`src/rtl/edge_pix_pack_if.sv`:
```
// edge_pix_pack_if: bundles the 1-bit edge-pixel input stream and the
// packed-word output handshake of edge_pix_pack.
//   din/din_vld/din_sop/din_eop : pixel stream from the Sobel stage (no backpressure)
//   dout/dout_sop/dout_eop      : packed word and its frame markers
//   dout_vld/dout_rdy           : valid/ready handshake to the frame-buffer writer
// Modports: slave = the packer, master = the surrounding environment.
interface edge_pix_pack_if #(
    parameter int WORD_W = 16
);
    logic              din;
    logic              din_vld;
    logic              din_sop;
    logic              din_eop;
    logic [WORD_W-1:0] dout;
    logic              dout_vld;
    logic              dout_rdy;
    logic              dout_sop;
    logic              dout_eop;

    modport slave (
        input  din, din_vld, din_sop, din_eop, dout_rdy,
        output dout, dout_vld, dout_sop, dout_eop
    );

    modport master (
        output din, din_vld, din_sop, din_eop, dout_rdy,
        input  dout, dout_vld, dout_sop, dout_eop
    );
endinterface

```
`src/rtl/edge_pix_pack.sv`:
```
// edge_pix_pack: packs a raster-order 1-bit edge-pixel stream into WORD_W-bit
// words (first pixel in the MSB), tags them with frame start/end flags and
// queues them in a FIFO_DEPTH-word first-word-fall-through FIFO for the
// frame-buffer writer.
// Ports:
//   clk, rst    : clock, synchronous active-high reset
//   bus (slave) : pixel stream in, packed words out (valid/ready)
//   frame_done  : one-cycle pulse in the cycle after each accepted eop beat
//   err_frm     : sticky framing error (stray pixel, sop inside a frame,
//                 pixel count != FRAME_PIX at eop)
//   err_ovf     : sticky FIFO overflow (word dropped)
//   clr_err     : clears both error flags; a coinciding error event wins
// Build option: define PIX_INVERT_EN to invert pixels before packing
// (pad bits then become 1 instead of 0).
module edge_pix_pack #(
    parameter int WORD_W     = 16,
    parameter int FIFO_DEPTH = 4,
    parameter int FRAME_PIX  = 307200
) (
    input  logic           clk,
    input  logic           rst,
    edge_pix_pack_if.slave bus,
    output logic           frame_done,
    output logic           err_frm,
    output logic           err_ovf,
    input  logic           clr_err
);
    localparam int IW = $clog2(WORD_W);
    localparam int AW = $clog2(FIFO_DEPTH);
    localparam int CW = AW + 1;
    localparam int SW = WORD_W + 2;   // FIFO entry: {word, sop, eop}

`ifdef PIX_INVERT_EN
    localparam logic PAD = 1'b1;
`else
    localparam logic PAD = 1'b0;
`endif

    typedef enum logic {IDLE, ACTIVE} state_t;

    state_t                           state_q, state_n;
    logic [WORD_W-1:0]                sreg_q, sreg_n;
    logic [IW-1:0]                    idx_q, idx_n;
    logic [23:0]                      pix_q, pix_n;
    logic                             first_q, first_n;
    logic [FIFO_DEPTH-1:0][SW-1:0]    slot_q, slot_n;
    logic [CW-1:0]                    cnt_q, cnt_n;
    logic                             vld_q;
    logic                             done_q, done_n;
    logic                             frm_q, ovf_q;

    logic              pix, take, push, frm_evt, first_cur;
    logic [WORD_W-1:0] base, word;
    logic [IW-1:0]     idx_cur;
    logic [23:0]       cnt_cur;
    logic [SW-1:0]     push_word;

    // Inverting option folds into a XOR: the pad value equals the invert bit.
    assign pix = bus.din ^ PAD;

    // Packer FSM: next state, shift register and push request.
    // The shift register is preloaded with pad bits at each word start, so an
    // eop on a partial word pushes it as-is with the LSBs already padded.
    always_comb begin
        state_n   = state_q;
        sreg_n    = sreg_q;
        idx_n     = idx_q;
        pix_n     = pix_q;
        first_n   = first_q;
        done_n    = 1'b0;
        frm_evt   = 1'b0;
        push      = 1'b0;
        push_word = '0;
        take      = 1'b0;
        base      = sreg_q;
        word      = sreg_q;
        idx_cur   = idx_q;
        cnt_cur   = pix_q;
        first_cur = first_q;

        if (bus.din_vld) begin
            if (bus.din_sop) begin
                // sop always (re)starts a frame; inside a frame it is an error
                frm_evt   = (state_q == ACTIVE);
                take      = 1'b1;
                base      = {WORD_W{PAD}};
                idx_cur   = '0;
                cnt_cur   = 24'd1;
                first_cur = 1'b1;
            end else if (state_q == ACTIVE) begin
                take      = 1'b1;
                base      = sreg_q;
                idx_cur   = idx_q;
                cnt_cur   = (pix_q == 24'hFF_FFFF) ? pix_q : pix_q + 24'd1;
                first_cur = first_q;
            end else begin
                frm_evt = 1'b1;     // pixel outside a frame is dropped
            end

            if (take) begin
                word           = base;
                word[~idx_cur] = pix;   // bit WORD_W-1-k for power-of-two WORD_W
                pix_n          = cnt_cur;
                state_n        = ACTIVE;
                if (idx_cur == '1 || bus.din_eop) begin
                    push      = 1'b1;
                    push_word = {word, first_cur, bus.din_eop};
                    sreg_n    = {WORD_W{PAD}};
                    idx_n     = '0;
                    first_n   = 1'b0;
                    if (bus.din_eop) begin
                        state_n = IDLE;
                        done_n  = 1'b1;
                        if (cnt_cur != 24'(FRAME_PIX))
                            frm_evt = 1'b1;
                    end
                end else begin
                    sreg_n  = word;
                    idx_n   = idx_cur + 1'b1;
                    first_n = first_cur;
                end
            end
        end
    end

    // Shift-register FIFO: slot 0 is the head and drives the outputs directly,
    // so dout and its flags come straight from flops and hold while stalled.
    logic          pop, full, do_push, ovf_evt;
    logic [AW-1:0] wr_idx;

    always_comb begin
        pop     = vld_q & bus.dout_rdy;
        full    = (cnt_q == CW'(FIFO_DEPTH));
        do_push = push & (~full | pop);
        ovf_evt = push & full & ~pop;
        wr_idx  = AW'(pop ? cnt_q - 1'b1 : cnt_q);
        slot_n  = pop ? (slot_q >> SW) : slot_q;
        if (do_push)
            slot_n[wr_idx] = push_word;
        cnt_n = cnt_q + CW'(do_push) - CW'(pop);
    end

    always_ff @(posedge clk) begin
        if (rst) begin
            state_q <= IDLE;
            sreg_q  <= '0;
            idx_q   <= '0;
            pix_q   <= '0;
            first_q <= 1'b0;
            slot_q  <= '0;
            cnt_q   <= '0;
            vld_q   <= 1'b0;
            done_q  <= 1'b0;
            frm_q   <= 1'b0;
            ovf_q   <= 1'b0;
        end else begin
            state_q <= state_n;
            sreg_q  <= sreg_n;
            idx_q   <= idx_n;
            pix_q   <= pix_n;
            first_q <= first_n;
            slot_q  <= slot_n;
            cnt_q   <= cnt_n;
            vld_q   <= (cnt_n != '0);
            done_q  <= done_n;
            frm_q   <= frm_evt | (frm_q & ~clr_err);
            ovf_q   <= ovf_evt | (ovf_q & ~clr_err);
        end
    end

    assign bus.dout     = slot_q[0][SW-1:2];
    assign bus.dout_sop = slot_q[0][1];
    assign bus.dout_eop = slot_q[0][0];
    assign bus.dout_vld = vld_q;
    assign frame_done   = done_q;
    assign err_frm      = frm_q;
    assign err_ovf      = ovf_q;
endmodule

```
`src/flat_wrapper.sv`:
```
// flat-port wrapper written by rule: the top's interface ports become plain ports
module edge_pix_pack_flat 
#(
    parameter int WORD_W     = 16,
    parameter int FIFO_DEPTH = 4,
    parameter int FRAME_PIX  = 307200
)
  (clk, rst, frame_done, err_frm, err_ovf, clr_err, bus_din, bus_din_vld, bus_din_sop, bus_din_eop, bus_dout_rdy, bus_dout, bus_dout_vld, bus_dout_sop, bus_dout_eop);
  edge_pix_pack_if #(.WORD_W(WORD_W)) bus_i ();
  input  logic clk;
  input  logic rst;
  output logic frame_done;
  output logic err_frm;
  output logic err_ovf;
  input  logic clr_err;
  input wire logic [$bits(bus_i.din)-1:0] bus_din;
  input wire logic [$bits(bus_i.din_vld)-1:0] bus_din_vld;
  input wire logic [$bits(bus_i.din_sop)-1:0] bus_din_sop;
  input wire logic [$bits(bus_i.din_eop)-1:0] bus_din_eop;
  input wire logic [$bits(bus_i.dout_rdy)-1:0] bus_dout_rdy;
  output wire logic [$bits(bus_i.dout)-1:0] bus_dout;
  output wire logic [$bits(bus_i.dout_vld)-1:0] bus_dout_vld;
  output wire logic [$bits(bus_i.dout_sop)-1:0] bus_dout_sop;
  output wire logic [$bits(bus_i.dout_eop)-1:0] bus_dout_eop;
  assign bus_i.din = bus_din;
  assign bus_i.din_vld = bus_din_vld;
  assign bus_i.din_sop = bus_din_sop;
  assign bus_i.din_eop = bus_din_eop;
  assign bus_i.dout_rdy = bus_dout_rdy;
  assign bus_dout = bus_i.dout;
  assign bus_dout_vld = bus_i.dout_vld;
  assign bus_dout_sop = bus_i.dout_sop;
  assign bus_dout_eop = bus_i.dout_eop;
  edge_pix_pack #(.WORD_W(WORD_W), .FIFO_DEPTH(FIFO_DEPTH), .FRAME_PIX(FRAME_PIX)) u_core (.clk(clk), .rst(rst), .bus(bus_i), .frame_done(frame_done), .err_frm(err_frm), .err_ovf(err_ovf), .clr_err(clr_err));
endmodule
```
`config.mk`:
```
export PLATFORM = sky130hd
export DESIGN_NAME = edge_pix_pack_flat
export DESIGN_NICKNAME = d
export VERILOG_FILES = /design/src/rtl/edge_pix_pack_if.sv /design/src/rtl/edge_pix_pack.sv /design/src/flat_wrapper.sv
export SDC_FILE = /design/constraint.sdc
export NUM_CORES = 1
export LEC_CHECK = 0
export ABC_AREA = 1
export BUFFER_PORTS_ARGS = -buffer_cell sky130_fd_sc_hd__buf_4
export CAP_MARGIN = 10
export CELL_PAD_IN_SITES_DETAIL_PLACEMENT = 0
export CELL_PAD_IN_SITES_GLOBAL_PLACEMENT = 1
export CORE_ASPECT_RATIO = 0.8
export CORE_MARGIN = 2
export CORE_UTILIZATION = 45
export DETAILED_ROUTE_END_ITERATION = 16
export GPL_ROUTABILITY_DRIVEN = 1
export MAX_ROUTING_LAYER = met4
export PLACE_DENSITY = 0.88
export SYNTH_ARGS = -nofsm -noshare
export SYNTH_HDL_FRONTEND = slang
export SYNTH_SLANG_ARGS = --single-unit
```
`constraint.sdc`:
```
create_clock -name clk -period 4.1 [get_ports clk]
set_input_delay 0.41 -clock clk [delete_from_list [all_inputs] [get_ports clk]]
set_output_delay 0.41 -clock clk [all_outputs]
set_load 0.05 [all_outputs]
```
==> summary.md, run 1 <==
| Metric | Value |
|---|---|
| Worst setup path class | `flip-flop to flip-flop` |
| Die width | `roughly 140 um` |
| ANT cells | `0` |
| Slew HR | `about 50%` |
| Clock skew | `about 0.008 ns` |
| Initial core utilization | `46.6%` |
| GR Util met3 | `around 5.0%` |
| Post-synth EDFFs | `0` |
| Critical path peak fanout | `23` |
| Clock sinks | `125` |
| IO Pins | `30` |
| Core Area | `roughly 14000 sq um` |
| CTS resizes | `0` |
| Ys Warns | `0` |
| Most frequent cells in the layout | `nand2_1 (236), dfxtp_1 (125), a21oi_1 (113), o21ai_0 (91), inv_1 (74)` |
| GR peak layer | `met1` |
| Share of cells above drive strength 1 | `11.4%` |
| Met2 GRT Util | `between 30% and 40%` |
| RePlAce Congestion | `0.934` |
| Congestion Overflow GR | `0` |
| Area share of the largest cell type after synthesis | `between 30% and 40%` |
| Main area contributors after synthesis | `dfxtp_1 (37%), nand2_1 (13%), a21oi_1 (8.4%)` |
| Worst hold margin | `around 0.28 ns` |
| Main synth FF type | `dfxtp_1` |
| First-pass GRT wire length | `around 28 mm` |
| Mean area per synthesized cell | `about 6.8 sq um` |
| Yosys cell types | `39` |
| Final Net Count | `around 990` |
| Tmin final | `slightly above 3 ns` |
| Final Max Tran Viols | `0` |
| Vias in the first global route | `roughly 5500` |
| Met1 usage | `33.1%` |
| Area leader, netlist | `dfxtp_1` |
| Initial antenna violation count | `0` |
| Crit. End Element | `flip-flop` |
| Largest net degree at the start of global routing | `76` |
| Commonest non-fill, non-tap cell in the layout | `nand2_1` |
| P&R area growth vs syn | `10.1%` |
| Core Rows | `39` |
| First drt pass iteration count | `6` |
| Final Hold Viols | `0` |
| Synth Register Bits | `125` |
| Overall Global Routing Usage | `between 20% and 30%` |
| Util after Layout | `51.4%` |
| Post-CTS setup buffers | `0` |
| Setup tns final | `0 ns` |
| H-tree depth | `4` |
| Crit start category | `flip-flop` |
| VDD IR-drop max | `just over 400 uV` |
| Port buffer count | `29` |
| Root Buffer Master | `clkbuf_16` |
| Post-CTS Hold Fix Bufs | `0` |
| Post-synthesis net count | `1002` |
| Max-cap violations | `0` |
| DR vias/cell | `approximately 5.3` |
| FMAX | `0.322 GHz` |
| Post-DP HPWL | `11.1 mm` |
| Unrepaired setup endpoints after global routing | `false` |
| Starting DRT DRC Count | `440` |
| Die ar. | `16000 sq um` |
| DRC | `0` |
| Via count | `roughly 6100` |
| Synthesized area | `a little under 7000 sq um` |
| Gate count of the mapped netlist | `roughly 980` |
| Critical path arrival | `between 3 and 4 ns` |
| Most frequent CP cell | `inv_1` |
| Pwr Total | `about 3.6 mW` |
| Async S/R FF share, synth | `0%` |
| Hold Path Class | `input pin to flip-flop` |
| Register area share after synthesis | `roughly 37%` |
| WL/cell | `between 10 and 15 um` |
| PD cells | `roughly 490 nW/um^2` |
| Worst skew pair latency | `0.42 ns` |
| Slew of the pin with the lowest slew margin | `~0.75 ns` |
| Slowest cell delay on critical path | `around 0.37 ns` |
| Slowest cell on crit path | `fa_1` |
| Crit path required time | `approximately 4.4 ns` |
| Total Wirelength | `roughly 17 mm` |
| Family with the most delay on the worst path | `buffers and inverters` |
| Die Span Y | `113 um` |
| Worst-path clk slew | `about 0.060 ns` |
| Critical path cell sequence | `buf_4, clkinv_1, ha_1, nor2_2, inv_1, nor2_8, nand2_2, inv_2, ha_1, inv_1, fa_1, xnor2_1, xor2_1, nand3_1, nand2_1, inv_1` |
| Outcome | `finished, final reports clean` |
| Remaining antenna violation count | `0` |
| Final cycle utilization of the critical path | `75.6%` |
| CTS tree | `built` |
| CTS max path bufs | `2` |
| Total CTS buffers | `17` |
| Setup violators final | `0` |
| Worst path bufs/invs | `6` |
| Leak | `2.75 nW` |
==> path summary, 6_finish.rpt <==
kind | startpoint | to | slack (ns) | depth (start not counted)
setup reg to reg | u_core.state_q$_SDFFE_PP0P_ | u_core.bus.dout_vld$_SDFF_PP0_ | 1.0 | 16
hold reg to reg | u_core.idx_q[1]$_SDFFE_PP0P_ | u_core.idx_q[1]$_SDFFE_PP0P_ | 0.46 | 2
setup / recovery | u_core.state_q$_SDFFE_PP0P_ | u_core.bus.dout_vld$_SDFF_PP0_ | 1.0 | 16
hold / removal | clr_err | u_core.err_frm$_SDFF_PP0_ | 0.28 | 4
==> layer usage <==
layer | up-vias | routed length, um
li1 | 3223 | -
met1 | 2777 | 8980
met2 | 119 | 6800
met3 | 17 | 751
met4 | 0 | 165
met5 | - | 0
==> registers in the layout, indices dropped and copies added, names as in the netlist, 3 cells and up <==
name,cells
u_core.bus.dout,16
u_core.cnt_q,3
u_core.idx_q,4
u_core.pix_q,24
u_core.slot_q,54
u_core.sreg_q,16
==> power breakdown <==
group | total (mW) | internal (mW) | switching, mW
Clock | 1.42 | 0.890 | 0.527
Combinational | 0.790 | 0.227 | 0.563
Sequential | 1.40 | 1.33 | 0.0744
Total | 3.61 | 2.45 | 1.16
==> cell families (layout without fill, tap and decap cells) <==
group           count (synthesis)  count (layout)  share of synthesized area (%)
simple gates                  415             415                           27.0
fa+ha+maj                      10              10                           1.97
compound gates                271             271                           22.6
flops                         125             125                           37.1
buf+inv                       156             153                           10.4
xor+xnor                        7               7                          0.910
==> worst min-delay path: cells and delay by family <==
kind                   cells  cell delay [ns]
AND/OR/NAND/NOR            2             0.09
AO/OA/AOI/OAI              1             0.06
buffers and inverters      1             0.10
==> layout make-up <==
cell class	instances	area, sq um
Fill cell	1478	7030
Multi-Input combinational cell	703	3540
Sequential cell	125	2500
Clock buffer	25	495
Inverter	86	323
Timing Repair Buffer	36	270
Tap cell	184	230
Clock inverter	6	60.1
==> Yosys cell counts, types with 2 or more instances <==
cell type    n
or2_2        3
nor2_4       4
dfxtp_1    125
a311oi_2     3
buf_1        4
o21ai_0     91
nand4_1      9
clkinv_1     3
a31oi_1      2
buf_4       19
buf_6        5
buf_2        5
nand3_1     70
xor2_1       3
ha_1         9
a211oi_2    12
xnor2_1      4
inv_2        8
o22ai_1      2
nor2_2       7
nand2_4      2
nand2_2      4
a211oi_1     9
nor3_1      11
inv_1       75
nor2_1      63
nand2_1    237
o21ai_1     33
a21oi_1    113
o211ai_1     2
nor2_8       3
clkbuf_1    37
==> metrics by stage <==
stage / setup WS, ns / std cells / instance area (sq um)
after floorplan: 0.826 / 984 / 6740
after global placement: 1.08 / 1134 / 6860
after detailed placement: 1.03 / 1134 / 6860
after CTS: 0.999 / 1165 / 7420
after global routing: 0.712 / 1165 / 7420
final: 0.999 / 1165 / 7420
(Power assumes the default switching activity.)
==> run 2, diff against run 1 <==
- CORE_UTILIZATION: 45 -> 40
- PLACE_DENSITY: 0.88 -> 0.83
- clock period: 4.1 -> 2.7 ns (I/O delays scaled with it)
==> summary.md, run 2 (synthesis results as in run 1) <==
| Metric | Value |
|---|---|
| Post-CTS Hold Fix Bufs | `0` |
| Worst Hold End | `u_core.err_frm$_SDFF_PP0_` |
| Slew of the pin with the lowest slew margin | `between 0.6 and 0.7 ns` |
| Hold Path Class | `input pin to flip-flop` |
| Flop2flop setup slack | `around 0.33 ns` |
| Crit start category | `flip-flop` |
| Setup tns final | `0 ns` |
| Outcome | `finished, final reports clean` |
| Port buffer count | `29` |
| Total CTS buffers | `17` |
| Max layer used | `met4` |
| Remaining antenna violation count | `0` |
| Met2 wire length | `roughly 7 mm` |
| Clock sinks | `~130` |
| Root Buffer Master | `clkbuf_16` |
| RePlAce Congestion | `0.871` |
| Final cycle utilization of the critical path | `between 80% and 90%` |
| Initial core utilization | `40.8%` |
| Total Wirelength | `approximately 17 mm` |
| Worst-path clk slew | `about 0.05 ns` |
| Final Hold Viols | `0` |
| Die width | `149 um` |
| Core Rows | `42` |
| Share of cells above drive strength 1 | `a little over an eighth` |
| Die Span Y | `between 100 and 150 um` |
| Critical path peak fanout | `3` |
| Leak | `roughly 2.8 nW` |
| Register-to-Register Path Depth | `17` |
| CTS max path bufs | `2` |
| Multi-input gate area | `3540 sq um` |
| Met1 wire length | `9.12 mm` |
| Non-Filler Instances | `around 1200` |
| Crit path required time | `around 3.0 ns` |
| Worst R2R Start | `u_core.idx_q[1]$_SDFFE_PP0P_` |
| R2R Path End | `u_core.bus.dout_vld$_SDFF_PP0_` |
| PD cells | `726 nW/um^2` |
| Commonest non-fill, non-tap cell in the layout | `nand2_1` |
| Vias in the first global route | `about 5700` |
| WL/cell | `14.1 um` |
| Overall Global Routing Usage | `between 20 and 25%` |
| P&R area growth vs syn | `13.0%` |
| Largest net degree at the start of global routing | `70` |
| CTS resizes | `0` |
| Top reg by flops | `u_core.slot_q` |
| ANT cells | `0` |
| IO Pins | `30` |
| Most frequent cells in the layout | `nand2_1 (236), dfxtp_1 (124), a21oi_1 (113), o21ai_0 (91), inv_1 (73)` |
| Critical path arrival | `roughly 2.7 ns` |
| Post-CTS setup buffers | `0` |
| Setup violators final | `0` |
| FMAX | `about 0.42 GHz` |
| Max-cap violations | `0` |
| Post-DP HPWL | `11.5 mm` |
| Regs by FF count | `u_core.slot_q (54), u_core.pix_q (24)` |
| Crit. End Element | `flip-flop` |
| Tmin final | `~2.4 ns` |
| First drt pass iteration count | `5` |
| Worst setup path class | `flip-flop to flip-flop` |
| Min-delay src | `clr_err` |
| DR vias/cell | `about 5.1` |
| Fillers | `between 1500 and 2000` |
| DRC | `0` |
| Max FFs per register | `between 50 and 60` |
| Starting DRT DRC Count | `431` |
| Worst skew pair latency | `roughly 0.42 ns` |
| Slew HR | `between 50% and 60%` |
| Die ar. | `17900 sq um` |
| Clock skew | `around 0.0070 ns` |
| Final Max Tran Viols | `0` |
| CTS tree | `built` |
| VDD IR-drop max | `663 uV` |
| Congestion Overflow GR | `0` |
| First-pass GRT wire length | `about 29 mm` |
| H-tree depth | `4` |
| Final Net Count | `between 1000 and 1500` |
| Reg area | `about 2500 sq um` |
| Unrepaired setup endpoints after global routing | `false` |
| Met3 Routed Length | `~710 um` |
| Core Area | `between 15000 and 20000 sq um` |
| Inst Count DP | `around 1200` |
| Via count | `6230` |
| Hold Crit Depth | `4` |
| Initial antenna violation count | `0` |
## run 2: how the worst max path moves through the flow
stage	from	endpoint	slack [ns]
4_1_cts	u_core.idx_q[1]$_SDFFE_PP0P_	u_core.bus.dout_vld$_SDFF_PP0_	0.31
6_report	u_core.idx_q[1]$_SDFFE_PP0P_	u_core.bus.dout_vld$_SDFF_PP0_	0.33
3_5_place_dp	bus_din_sop	u_core.bus.dout_vld$_SDFF_PP0_	0.25
5_1_grt	u_core.idx_q[1]$_SDFFE_PP0P_	u_core.bus.dout_vld$_SDFF_PP0_	0.03
3_3_place_gp	bus_din_sop	u_core.bus.dout_vld$_SDFF_PP0_	0.26
2_1_floorplan	u_core.bus.dout_vld$_SDFF_PP0_	u_core.bus.dout_vld$_SDFF_PP0_	0.01
## run 2: critical path, cell delays in order (launching register included)
cell     delay (ns)
dfxtp_1        0.33
inv_1          0.06
nor2_1         0.12
ha_1           0.20
nand2_2        0.08
nand2_2        0.06
inv_2          0.06
nor2_8         0.08
nand2_2        0.07
inv_2          0.08
ha_1           0.13
inv_1          0.04
fa_1           0.37
xnor2_1        0.18
xor2_1         0.20
nand3_1        0.09
nand2_1        0.07
inv_1          0.04
## run 2: per-stage QoR
step	area (sq um)	power (mW)	hold slack [ns]	setup slack [ns]	util [%]
after global routing	7610	5.81	0.166	0.0268	46.1
final	7610	5.53	0.151	0.331	46.1
after CTS	7610	5.57	0.131	0.315	46.1
after detailed placement	7060	3.41	0.458	0.246	42.8
after global placement	7060	3.41	0.454	0.264	42.8
after floorplan	6750	3.17	0.445	0.0148	-
## run 2: routing by layer
layer	up-vias	global-route usage, %
met4	0	6.61
met3	27	4.03
met2	131	29.0
met5	-	-
met1	2817	29.7
li1	3255	-
## run 2: layout make-up
| cell class | count | area share [%] |
|---|---|---|
| Tap cell | 220 | 3.62 |
| Timing Repair Buffer | 50 | 5.42 |
| Inverter | 86 | 4.27 |
| Clock buffer | 24 | 6.46 |
| Clock inverter | 7 | 0.822 |
| Sequential cell | 125 | 32.9 |
| Multi-Input combinational cell | 703 | 46.5 |
## run 2: where the power goes
| part | total (mW) | switching [mW] | internal [mW] |
|---|---|---|---|
| logic | 1.24 | 0.869 | 0.374 |
| registers | 2.13 | 0.111 | 2.02 |
| clock network | 2.15 | 0.804 | 1.35 |
| total | 5.53 | 1.78 | 3.74 |
==> run 3, diff against run 2 <==
- CORE_ASPECT_RATIO: 0.8 -> 0.7
- REMOVE_ABC_BUFFERS: default -> 1
==> summary.md, run 3 (synthesis results as in run 1) <==
| Metric | Value |
|---|---|
| Fillers | `around 1700` |
| Core Rows | `39` |
| Total CTS buffers | `17` |
| Final cycle utilization of the critical path | `87.8%` |
| Min-delay src | `clr_err` |
| WL/cell | `~14 um` |
| Worst-path clk slew | `roughly 0.06 ns` |
| PD cells | `approximately 750 nW/um^2` |
| Final Hold Viols | `0` |
| Post-DP HPWL | `11.4 mm` |
| Worst R2R Start | `u_core.pix_q[0]$_SDFFE_PP0P_` |
| CTS resizes | `0` |
| RePlAce Congestion | `~0.88` |
| Die ar. | `17900 sq um` |
| Port buffer count | `29` |
| Multi-input gate area | `about 3500 sq um` |
| Hold Crit Depth | `4` |
| Share of cells above drive strength 1 | `about an eighth` |
| Clock sinks | `about 130` |
| DRC | `0` |
| Core Area | `approximately 16000 sq um` |
| Overall Global Routing Usage | `20.5%` |
| Worst path bufs/invs | `1` |
| Slowest cell delay on critical path | `about 0.41 ns` |
| Critical path arrival | `2.68 ns` |
| First drt pass iteration count | `5` |
| Remaining antenna violation count | `0` |
| Family with the most delay on the worst path | `simple AND/OR/NAND/NOR gates` |
| Congestion Overflow GR | `0` |
| Worst skew pair latency | `0.42 ns` |
| Slew HR | `51.3%` |
| Reg area | `about 2500 sq um` |
| Most frequent CP cell | `nand2_1` |
| Regs by FF count | `u_core.slot_q (54), u_core.pix_q (24)` |
| Post-CTS setup buffers | `0` |
| Flop2flop setup slack | `between 0.3 and 0.4 ns` |
| Root Buffer Master | `clkbuf_16` |
| Crit path required time | `between 3 and 4 ns` |
| Worst setup path class | `flip-flop to flip-flop` |
| Worst Hold End | `u_core.err_ovf$_SDFF_PP0_` |
| CTS tree | `built` |
| H-tree depth | `4` |
| Unrepaired setup endpoints after global routing | `false` |
| DR vias/cell | `just over 5` |
| Worst hold margin | `roughly 0.16 ns` |
| Die width | `approximately 160 um` |
| Most frequent cells in the layout | `nand2_1 (236), dfxtp_1 (125), a21oi_1 (113), o21ai_0 (91), inv_1 (74)` |
| Post-route cell area | `between 7000 and 8000 sq um` |
| Pwr Total | `approximately 5.7 mW` |
| Final Net Count | `approximately 1000` |
| Setup tns final | `0 ns` |
| Vias in the first global route | `around 5300` |
| Placed instance area | `roughly 7000 sq um` |
| Tmin final | `around 2.4 ns` |
| Non-Filler Instances | `1218` |
| Crit path from | `u_core.pix_q[0]$_SDFFE_PP0P_` |
| First-pass GRT wire length | `roughly 29 mm` |
| Starting DRT DRC Count | `between 500 and 600` |
| Final Max Tran Viols | `0` |
| IO Pins | `30` |
| Initial core utilization | `between 40% and 50%` |
| Critical path cell sequence | `ha_1, inv_1, nor2_4, nand3_1, nor2_1, nand4_1, nand3_1, nand2_1, nor2_1, nand2_1, nor2_1, nand3_1, nand2_1, nand2_1` |
| Top reg by flops | `u_core.slot_q` |
| Total Wirelength | `around 17 mm` |
| CTS max path bufs | `2` |
| P&R area growth vs syn | `13.6%` |
| Initial antenna violation count | `0` |
| Setup violators final | `0` |
| Register-to-Register Path Depth | `14` |
| Largest net degree at the start of global routing | `72` |
| Commonest non-fill, non-tap cell in the layout | `nand2_1` |
| Slew of the pin with the lowest slew margin | `~0.73 ns` |
| ANT cells | `0` |
| Max FFs per register | `between 50 and 60` |
| Outcome | `finished, final reports clean` |
| Max-cap violations | `0` |
| R2R Path End | `u_core.err_frm$_SDFF_PP0_` |
| Crit start category | `flip-flop` |
| Post-CTS Hold Fix Bufs | `0` |
| Die Span Y | `113 um` |
| FMAX | `approximately 0.42 GHz` |
| Slowest cell on crit path | `dfxtp_1` |
| VDD IR-drop max | `around 440 uV` |
| Inst Count DP | `~1200` |
| Hold Path Class | `input pin to flip-flop` |
| Clock skew | `roughly 0.009 ns` |
| Crit. End Element | `flip-flop` |
| Leak | `around 2.8 nW` |
| Via count | `around 6200` |
| Critical path peak fanout | `8` |
-- run 3: per-layer routing --
metal | wire [um] | vias to the layer above | share of wire (%) | GRT usage, %
met5 | 0 | - | 0 | -
met2 | 6490 | 155 | 37 | 25.6
met1 | 9710 | 2797 | 56 | 32.4
met3 | 1030 | 13 | 5.9 | 4.99
met4 | 137 | 0 | 0.79 | 3.64
li1 | - | 3258 | - | -
-- run 3: cell type report --
class	count	share of cell area (%)
well taps	225	3.68
multi-input cells	703	46.2
flip-flops and latches	125	32.7
inverters	86	4.22
clock buffers	19	5.92
clock inverters	13	1.99
repair buffers	47	5.26
-- run 3: tightest hold or removal path: stages --
cell and delay, ns:
buf_4 0.10, o22ai_1 0.08, inv_1 0.05, nor2_1 0.03
-- run 3: worst max-delay path by stage --
stage | end | slack [ns] | cells past startpoint
floorplan | u_core.bus.dout_vld$_SDFF_PP0_ | -1.76 | 12
global placement | u_core.bus.dout_vld$_SDFF_PP0_ | 0.23 | 17
detailed placement | u_core.bus.dout_vld$_SDFF_PP0_ | 0.18 | 17
CTS | u_core.bus.dout_vld$_SDFF_PP0_ | 0.25 | 17
global route | u_core.err_frm$_SDFF_PP0_ | 0.02 | 16
finish | u_core.err_frm$_SDFF_PP0_ | 0.33 | 14
-- run 3: power by group --
part	switching (mW)	leakage, nW	internal, mW
combinational	0.883	1.53	0.386
clock	0.904	0.288	1.43
sequential	0.111	1.01	2.02
total	1.90	2.84	3.83
-- run 3: through the flow --
step | util (%) | worst slack, ns
2_1_floorplan | - | -1.76
3_3_place_gp | 43.0 | 0.231
3_5_place_dp | 43.0 | 0.183
4_1_cts | 46.7 | 0.253
5_1_grt | 46.7 | 0.0186
6_report | 46.7 | 0.330
